<file path="config.mk">
export PLATFORM = sky130hd
export DESIGN_NAME = time_set_ctrl
export DESIGN_NICKNAME = d
export VERILOG_FILES = /design/src/rtl/time_set_ctrl.sv
export SDC_FILE = /design/constraint.sdc
export NUM_CORES = 1
export LEC_CHECK = 0
export CORE_MARGIN = 2
export CORE_UTILIZATION = 46
export CTS_BUF_LIST = sky130_fd_sc_hd__clkbuf_8
export DETAILED_ROUTE_END_ITERATION = 8
export PLACE_DENSITY = 0.65
export SYNTH_ARGS = -nofsm -noshare
export SYNTH_HDL_FRONTEND = slang
export SYNTH_SLANG_ARGS = --single-unit
</file>
<file path="constraint.sdc">
create_clock -name CLK100MHZ -period 2.6 [get_ports CLK100MHZ]
set_clock_uncertainty 0.05 [all_clocks]
set_input_delay 0.52 -clock CLK100MHZ [delete_from_list [all_inputs] [get_ports CLK100MHZ]]
set_output_delay 0.52 -clock CLK100MHZ [all_outputs]
set_load 0.005 [all_outputs]
</file>
<file path="src/rtl/time_set_ctrl.sv">
// Three-button time-setting controller: debounce, edit FSM and load hold for the time-of-day counter.
// Auto-repeat on a held up/down button is built only when TIME_SET_AUTO_REPEAT_EN is defined.
module time_set_ctrl #(
  parameter int DEBOUNCE_CYCLES  = 1_000_000,
  parameter int LOAD_HOLD_CYCLES = 100_000_000,
  parameter int REPEAT_DELAY     = 50_000_000,
  parameter int REPEAT_CYCLES    = 20_000_000
) (
  input  logic       CLK100MHZ,
  input  logic       reset_n,
  input  logic       btn_mode,
  input  logic       btn_up,
  input  logic       btn_down,
  input  logic [7:0] cur_hours,
  input  logic [7:0] cur_minutes,
  input  logic [7:0] cur_seconds,
  output logic [7:0] newHours,
  output logic [7:0] newMinutes,
  output logic [7:0] newSeconds,
  output logic       set_active,
  output logic [1:0] edit_field
);
  typedef enum logic [2:0] {RUN, EDIT_H, EDIT_M, EDIT_S, COMMIT} state_t;

  localparam int DW     = $clog2(DEBOUNCE_CYCLES + 1);
  localparam int HW     = $clog2(LOAD_HOLD_CYCLES + 1);
  localparam int B_MODE = 0;
  localparam int B_UP   = 1;
  localparam int B_DOWN = 2;

  logic [2:0]    raw, sync1, sync2, level, level_d, press;
  logic [DW-1:0] db_cnt [3];

  assign raw = {btn_down, btn_up, btn_mode};

  // The level flips only after the synchronized input has disagreed with it for
  // DEBOUNCE_CYCLES consecutive cycles; any agreement in between restarts the count.
  always_ff @(posedge CLK100MHZ) begin
    if (!reset_n) begin
      sync1   <= '0;
      sync2   <= '0;
      level   <= '0;
      level_d <= '0;
      press   <= '0;
      for (int i = 0; i < 3; i++) db_cnt[i] <= '0;
    end else begin
      // NOTE: non-blocking assignments let sync1->sync2->level behave as a real shift chain.
      sync1   <= raw;
      sync2   <= sync1;
      level_d <= level;
      press   <= level & ~level_d;
      for (int i = 0; i < 3; i++) begin
        if (sync2[i] == level[i]) begin
          db_cnt[i] <= '0;
        end else if (db_cnt[i] == DW'(DEBOUNCE_CYCLES - 1)) begin
          level[i]  <= sync2[i];
          db_cnt[i] <= '0;
        end else begin
          db_cnt[i] <= db_cnt[i] + 1'b1;
        end
      end
    end
  end

  state_t        state_q, state_d;
  logic [HW-1:0] hold_q, hold_d;
  logic [7:0]    hours_d, minutes_d, seconds_d;
  logic          mode_evt, up_req, down_req;

  assign mode_evt = press[B_MODE];

`ifdef TIME_SET_AUTO_REPEAT_EN
  localparam int RMAX = (REPEAT_DELAY > REPEAT_CYCLES) ? REPEAT_DELAY : REPEAT_CYCLES;
  localparam int RW   = $clog2(RMAX + 1);

  logic [RW-1:0] rep_cnt;
  logic          rep_first, rep_held, rep_fire;

  assign rep_held = (level[B_UP] ^ level[B_DOWN]) &&
                    (state_q == EDIT_H || state_q == EDIT_M || state_q == EDIT_S);
  assign rep_fire = rep_held && !(|press) &&
                    (rep_first ? (rep_cnt == RW'(REPEAT_DELAY - 1))
                               : (rep_cnt == RW'(REPEAT_CYCLES - 1)));

  always_ff @(posedge CLK100MHZ) begin
    if (!reset_n || (|press) || !rep_held) begin
      rep_cnt   <= '0;
      rep_first <= 1'b1;
    end else if (rep_fire) begin
      rep_cnt   <= '0;
      rep_first <= 1'b0;
    end else begin
      rep_cnt <= rep_cnt + 1'b1;
    end
  end

  assign up_req   = press[B_UP]   | (rep_fire & level[B_UP]);
  assign down_req = press[B_DOWN] | (rep_fire & level[B_DOWN]);
`else
  logic unused_repeat;

  assign up_req        = press[B_UP];
  assign down_req      = press[B_DOWN];
  assign unused_repeat = ^{REPEAT_DELAY, REPEAT_CYCLES};
`endif

  function automatic logic [7:0] step(input logic [7:0] v, input logic [7:0] top,
                                      input logic inc, input logic dec);
    if (inc && !dec) return (v == top) ? 8'd0 : v + 8'd1;
    if (dec && !inc) return (v == 8'd0) ? top : v - 8'd1;
    return v;
  endfunction

  function automatic logic [7:0] clamp(input logic [7:0] v, input logic [7:0] range);
    return (v < range) ? v : 8'd0;
  endfunction

  always_comb begin
    // NOTE: every variable gets a default first, so no branch can infer a latch.
    state_d   = state_q;
    hours_d   = newHours;
    minutes_d = newMinutes;
    seconds_d = newSeconds;
    hold_d    = '0;
    unique case (state_q)
      RUN: if (mode_evt) begin
        state_d   = EDIT_H;
        hours_d   = clamp(cur_hours, 8'd24);
        minutes_d = clamp(cur_minutes, 8'd60);
        seconds_d = clamp(cur_seconds, 8'd60);
      end
      EDIT_H: if (mode_evt) state_d = EDIT_M;
              else hours_d = step(newHours, 8'd23, up_req, down_req);
      EDIT_M: if (mode_evt) state_d = EDIT_S;
              else minutes_d = step(newMinutes, 8'd59, up_req, down_req);
      EDIT_S: if (mode_evt) state_d = COMMIT;
              else seconds_d = step(newSeconds, 8'd59, up_req, down_req);
      COMMIT: if (hold_q == HW'(LOAD_HOLD_CYCLES - 1)) state_d = RUN;
              else hold_d = hold_q + 1'b1;
      default: state_d = RUN;
    endcase
  end

  // Outputs are decoded from the next state so they change together with it.
  always_ff @(posedge CLK100MHZ) begin
    if (!reset_n) begin
      state_q    <= RUN;
      hold_q     <= '0;
      newHours   <= 8'd0;
      newMinutes <= 8'd0;
      newSeconds <= 8'd0;
      set_active <= 1'b0;
      edit_field <= 2'd0;
    end else begin
      state_q    <= state_d;
      hold_q     <= hold_d;
      newHours   <= hours_d;
      newMinutes <= minutes_d;
      newSeconds <= seconds_d;
      set_active <= (state_d != RUN);
      case (state_d)
        EDIT_H:  edit_field <= 2'd1;
        EDIT_M:  edit_field <= 2'd2;
        EDIT_S:  edit_field <= 2'd3;
        default: edit_field <= 2'd0;
      endcase
    end
  end
endmodule

</file>
# Yosys cells after proc, flatten, opt, wreduce, memory -nomap -nowiden
# Memories as Yosys holds them, arrays and structs flattened.
# Cells that the tools add are included.
totals:
  regBits: 72
  latch_bits: 0
  ramBits: 60
  rom_bits: 0
  input_bits: 29
  output_inout_bits: 27
  wordCells: 182
  memories: 1
classes:
  add_sub_neg: 10
  n_mul: 0
  div: 0
  n_lt_le_gt_ge: 3
  n_eq_ne: 24
  n_shift: 0
  mux: 95
  bitwise_logic: 16
  n_reduce_logical: 19
memory_table:
  columns: ["name", "depth", "width", "rd", "rd_ports_with_merged_regs", "write_ports", "line_no", "source"]
  rows:
  - ["db_cnt", 3, 20, 3, 0, 3, "32", "logic [DW-1:0] db_cnt [3];"]
op_table:
  columns: ["op", "count"]
  rows:
  - ["two-way mux 8 bit", 27]
  - ["two-way mux 20 bit", 9]
  - ["adder 20 x 1 -> 20 bit (second input constant)", 3]
  - ["== test 20 bit (second input constant)", 3]
  - ["two-way mux 1 bit", 49]
  - ["case mux 8 bit (2 select lines)", 3]
  - ["adder 27 x 1 -> 27 bit (second input constant)", 1]
  - ["== test 27 bit (second input constant)", 1]
  - ["adder 8 x 1 -> 8 bit (second input constant)", 3]
  - ["zero test 8 bit", 3]
  - ["subtractor 8 x 1 -> 8 bit (second input constant)", 3]
  - ["== test 8 x 6 -> 1 bit (second input constant)", 2]
  - ["< comparator 8 x 6 -> 1 bit (second input constant)", 2]
  - ["two-way mux 3 bit", 5]
  - ["case mux 3 bit (5 select lines)", 1]
  - ["== test 3 x 2 -> 1 bit (second input constant)", 4]
  - ["AND reduction 4 bit", 3]
  - ["inequality test 3 bit (second input constant)", 3]
  - ["OR 1 bit", 9]
  - ["== test 8 x 5 -> 1 bit (second input constant)", 1]
  - ["< comparator 8 x 5 -> 1 bit (second input constant)", 1]
  - ["inequality test 2 bit (second input constant)", 4]
  - ["== test 3 x 1 -> 1 bit (second input constant)", 2]
  - ["case mux 2 bit (3 select lines)", 1]
  - ["other kinds (12)", 24]

# Depth between registers and ports, before layout
logic_depth:
  ltp_word: 12
  mapped_depth: 9

# Least setup slack after synthesis
# Ideal clock, no wire load.
synth_timing:
  kind: "flip-flop to flip-flop"
  startpoint: "memory db_cnt[1][0] (netlist name)"
  endpoint: "memory db_cnt[1][11] (netlist name) (data pin)"
  arrival_time_ns: 1.638
  slack_ns: 0.655
  stages_incl_launch_ff: 8
  path_buffers: 1
  path_cell_list: "edfxtp_1 ha_1 and3_1 nand3_1 nor4_1 or3_1 buf_2 nor2_1"
synth_rtl:
  columns: ["item", "line_no"]
  rows:
  - ["start: declaration", "32"]

# Final worst setup path
layout_timing:
  startpoint: "register newHours[2]"
  endpoint: "output newHours[2]"
layout_rtl:
  columns: ["item", "line_no", "source"]
  rows:
  - ["start: declaration", "17", "output logic [7:0] newHours,"]
  - ["start signal: assignment", "157", "newHours <= hours_d;"]
# No word-level cell between the ends.

==> impl_metrics.prom <==
# TYPE chip_impl_metric gauge
chip_impl_metric{name="clk_path_buf_depth",unit=""} 2
chip_impl_metric{name="finalSetupViolations",unit=""} 0
chip_impl_metric{name="postCtsResizedCells",unit=""} 0
chip_impl_info{name="cts_tree",value="done"} 1
chip_impl_info{name="crit_slowest_cell",value="sky130_fd_sc_hd__dfxtp_1"} 1
chip_impl_info{name="timing.critical_path.max_delay_family",value="flip-flops"} 1
chip_impl_metric{name="setup_total_negative_slack",unit="ns"} 0
chip_impl_metric{name="ys.warnings.count",unit=""} 0
chip_impl_metric{name="final_period_minus_worst_setup_slack",unit="ns"} 2.22
chip_impl_info{name="ctsRootBufferMaster",value="sky130_fd_sc_hd__clkbuf_8"} 1
chip_impl_metric{name="clock_latency",unit="ns"} 0.44
chip_impl_metric{name="placed_area",unit="mm²"} 0.00843
chip_impl_metric{name="synth.cell_area",unit="mm²"} 0.00746
chip_impl_metric{name="nNetsFinal",unit=""} 970
chip_impl_metric{name="place_hpwl",unit="µm"} 10700
chip_impl_metric{name="worstPathBufferInverterCount",unit=""} 1
chip_impl_metric{name="largest_net_degree_at_the_start_of_global_routing",unit=""} 36
chip_impl_metric{name="antenna-diode-count",unit=""} 0
chip_impl_metric{name="max-vdd-ir-drop",unit="V"} 0.000285
chip_impl_info{name="timing.critical_path.cells",value="clkdlybuf4s50_1"} 1
chip_impl_info{name="crit_type",value="reg2out"} 1
chip_impl_metric{name="placeableCoreArea",unit="mm²"} 0.0159
chip_impl_metric{name="cp.arrival",unit="ns"} 1.65
chip_impl_metric{name="std_cell_rows",unit=""} 46
chip_impl_metric{name="synth_sequential_area_ratio",unit="%"} 43.5
chip_impl_metric{name="final_min_period_over_clock_period",unit="%"} 85.2
chip_impl_metric{name="post-route-util",unit="%"} 55.7
chip_impl_metric{name="yosys.cell_types.count",unit=""} 72
chip_impl_metric{name="number_of_violations_reported_at_the_end_of_detailed_routing_iteration_0",unit=""} 366
chip_impl_info{name="timing.critical_path.to_type",value="output pin"} 1
chip_impl_metric{name="grt_usage",unit="%"} 18.3
chip_impl_metric{name="synthArstFlopShare",unit="%"} 0
chip_impl_metric{name="h_tree_depth",unit=""} 4
chip_impl_metric{name="critPathMaxStageDelay",unit="ns"} 0.62
chip_impl_metric{name="gp_congestion",unit=""} 0.848
chip_impl_metric{name="synth_edf_count",unit=""} 60
chip_impl_metric{name="final_max_slew_viol_count",unit=""} 0
chip_impl_metric{name="die-height",unit="µm"} 131
chip_impl_metric{name="worst_reg2reg_path_depth",unit=""} 7
chip_impl_metric{name="power.static_leakage",unit="nW"} 3.12
chip_impl_metric{name="syn_inst",unit=""} 817
chip_impl_metric{name="synth.ff_latch_count",unit=""} 132
chip_impl_metric{name="vias",unit=""} 6061
chip_impl_metric{name="drt_first_pass_iters",unit=""} 5
chip_impl_metric{name="powerDensity",unit="mW/mm²"} 484
chip_impl_metric{name="post_cts_buffers",unit=""} 0
chip_impl_metric{name="die_area",unit="mm²"} 0.0173
chip_impl_info{name="yosys_most_used_dff",value="sky130_fd_sc_hd__dfxtp_1"} 1
chip_impl_metric{name="critPathRequiredTime",unit="ns"} 2.03
chip_impl_metric{name="route.detailed.drc",unit=""} 0
chip_impl_metric{name="viasPerCell",unit=""} 5.25
chip_impl_metric{name="post_route_cells_drive_above_1_share",unit="%"} 6.71
chip_impl_metric{name="fillCellCount",unit=""} 1479
chip_impl_info{name="crit_path_start_kind",value="flop"} 1
chip_impl_metric{name="cts.sinks",unit=""} 132
chip_impl_metric{name="least_margin_pin_slew",unit="ns"} 0.745
chip_impl_metric{name="holdBufCountCts",unit=""} 0
chip_impl_metric{name="ant_nets",unit=""} 0
chip_impl_metric{name="avgSynthCellArea",unit="µm²"} 9.13
chip_impl_metric{name="numPortBuffers",unit=""} 55
chip_impl_metric{name="design.portCount",unit=""} 56
chip_impl_metric{name="worst_hold_path.num_cells",unit=""} 1
chip_impl_metric{name="layout-area-overhead-vs-synth",unit="%"} 18.7
chip_impl_info{name="status",value="finished, final reports clean"} 1
chip_impl_info{name="grt_setup_unrepaired",value="no"} 1
chip_impl_metric{name="fmax",unit="MHz"} 451
chip_impl_metric{name="biggest_fanout_along_the_worst_timing_path",unit=""} 14
chip_impl_metric{name="initial_core_util",unit="%"} 47.0
chip_impl_info{name="most-common-layout-cells",value="129 x sky130_fd_sc_hd__nor2_1, 72 x sky130_fd_sc_hd__dfxtp_1, 60 x sky130_fd_sc_hd__edfxtp_1, 60 x sky130_fd_sc_hd__conb_1, 57 x sky130_fd_sc_hd__nand2_1"} 1
chip_impl_metric{name="antenna_violations_before_repair",unit=""} 0
chip_impl_metric{name="grt_pass1_wl",unit="µm"} 26300
chip_impl_metric{name="grt_pass1_vias",unit=""} 5666
chip_impl_metric{name="x_dimension_of_the_die",unit="µm"} 131
chip_impl_info{name="holdCritPathClass",value="reg2reg"} 1
chip_impl_metric{name="cap_viol_max_count",unit=""} 0
chip_impl_metric{name="drt-wirelength-per-cell",unit="µm"} 13.3
chip_impl_metric{name="wl",unit="µm"} 15300
chip_impl_metric{name="grt_overflow",unit=""} 0
chip_impl_metric{name="tritoncts.num_buffers",unit=""} 17
chip_impl_metric{name="stdcell_area",unit="mm²"} 0.00885
chip_impl_metric{name="timing.critical_path.depth",unit=""} 1
chip_impl_metric{name="clkSlewWorstSetupHoldPaths",unit="ns"} 0.07
chip_impl_metric{name="finalHoldViolCount",unit=""} 0
chip_impl_metric{name="worst_slew_margin_rel",unit="%"} 49.9
chip_impl_info{name="final_common_cell",value="sky130_fd_sc_hd__nor2_1"} 1
state kept, by name, indices dropped and copies added (netlist names):
name / count
db_cnt: 60
hold_q: 27
newHours: 8
newMinutes: 8
newSeconds: 8
level: 3
level_d: 3
press: 3
state_q: 3
sync1: 3
sync2: 3
edit_field: 2
set_active: 1
per-layer routing:
metal / GRT usage, % / wire, µm / vias to the layer above
met5: 0 / 0 / -
met4: 5.68 / 117 / 0
met3: 4.28 / 608 / 11
met2: 28.3 / 7030 / 130
met1: 25.5 / 7590 / 2806
li1: - / - / 3114
final cells by class:
| cell class | count | area, µm² | share of cell area [%] |
|---|---|---|---|
| inverter | 17 | 63.8 | 0.721 |
| multi-input combinational | 687 | 4180 | 47.2 |
| clock inverter | 13 | 166 | 1.88 |
| timing repair buffer | 71 | 671 | 7.57 |
| sequential | 132 | 3240 | 36.6 |
| tap | 216 | 270 | 3.05 |
| clock buffer | 19 | 262 | 2.95 |
through the flow:
step                std cells  total power [W]  hold slack [ns]  setup WS [ns]
floorplan                 876          0.00238            0.317          0.655
global placement         1123          0.00246            0.325          0.408
detailed placement       1123          0.00246            0.330          0.392
CTS                      1155          0.00433            0.344          0.378
global route             1155          0.00445            0.356          0.210
finish                   1155          0.00428            0.338          0.384
logic make-up (layout without fill, tap and decap cells):
logic type,Yosys count,count (layout),synth area share (%)
AOI/OAI and AO/OA,92,92,8.92
muxes,3,3,0.402
and+or+nand+nor,417,417,29.4
xor gates and xnor gates,100,100,11.7
other,1,60,0.0503
buffers and inverters,57,120,3.49
DFF,132,132,43.5
adders and majority gates,15,15,2.52
cell usage after synthesis (all sizes together), types with 3 or more instances:
| library cell | count | area (µm²) |
|---|---|---|
| a211oi | 8 | 60.1 |
| a21oi | 23 | 123 |
| a221oi | 3 | 32.5 |
| a31oi | 9 | 56.3 |
| and2 | 13 | 81.3 |
| and3 | 21 | 131 |
| and4 | 13 | 114 |
| buf | 22 | 129 |
| clkbuf | 18 | 67.6 |
| dfxtp | 72 | 1440 |
| edfxtp | 60 | 1800 |
| ha | 15 | 188 |
| inv | 17 | 63.8 |
| mux2i | 3 | 30.0 |
| nand2 | 58 | 220 |
| nand2b | 7 | 43.8 |
| nand3 | 56 | 285 |
| nand3b | 4 | 30.0 |
| nand4 | 36 | 225 |
| nand4b | 5 | 43.8 |
| nor2 | 130 | 490 |
| nor2b | 8 | 50.1 |
| nor3 | 21 | 110 |
| nor3b | 6 | 55.1 |
| nor4 | 15 | 113 |
| nor4b | 5 | 43.8 |
| o2111ai | 3 | 26.3 |
| o211ai | 3 | 22.5 |
| o21a | 3 | 22.5 |
| o21ai | 10 | 50.1 |
| o221a | 3 | 33.8 |
| o31ai | 5 | 37.5 |
| o32ai | 4 | 42.6 |
| or3 | 10 | 67.6 |
| xnor2 | 45 | 394 |
| xor2 | 55 | 482 |
power by group:
part / switching (W) / total (W) / internal (W)
sequential: 0.0000455 / 0.00226 / 0.00221
combinational: 0.0000752 / 0.000155 / 0.0000800
clock: 0.000790 / 0.00187 / 0.00108
total: 0.000911 / 0.00428 / 0.00337
worst paths after layout:
kind	slack [ns]	startpoint	endpoint
setup reg to reg	0.40	db_cnt[1][0]$_SDFFCE_PN0P_	db_cnt[1][10]$_SDFFCE_PN0P_
hold reg to reg	0.34	level_d[0]$_SDFF_PN0_	press[0]$_SDFF_PN0_
setup / recovery	0.38	newHours[2]$_SDFFE_PN0P_	newHours[2]
hold / removal	0.34	level_d[0]$_SDFF_PN0_	press[0]$_SDFF_PN0_
Note: power is estimated with default switching activity, not from simulation.
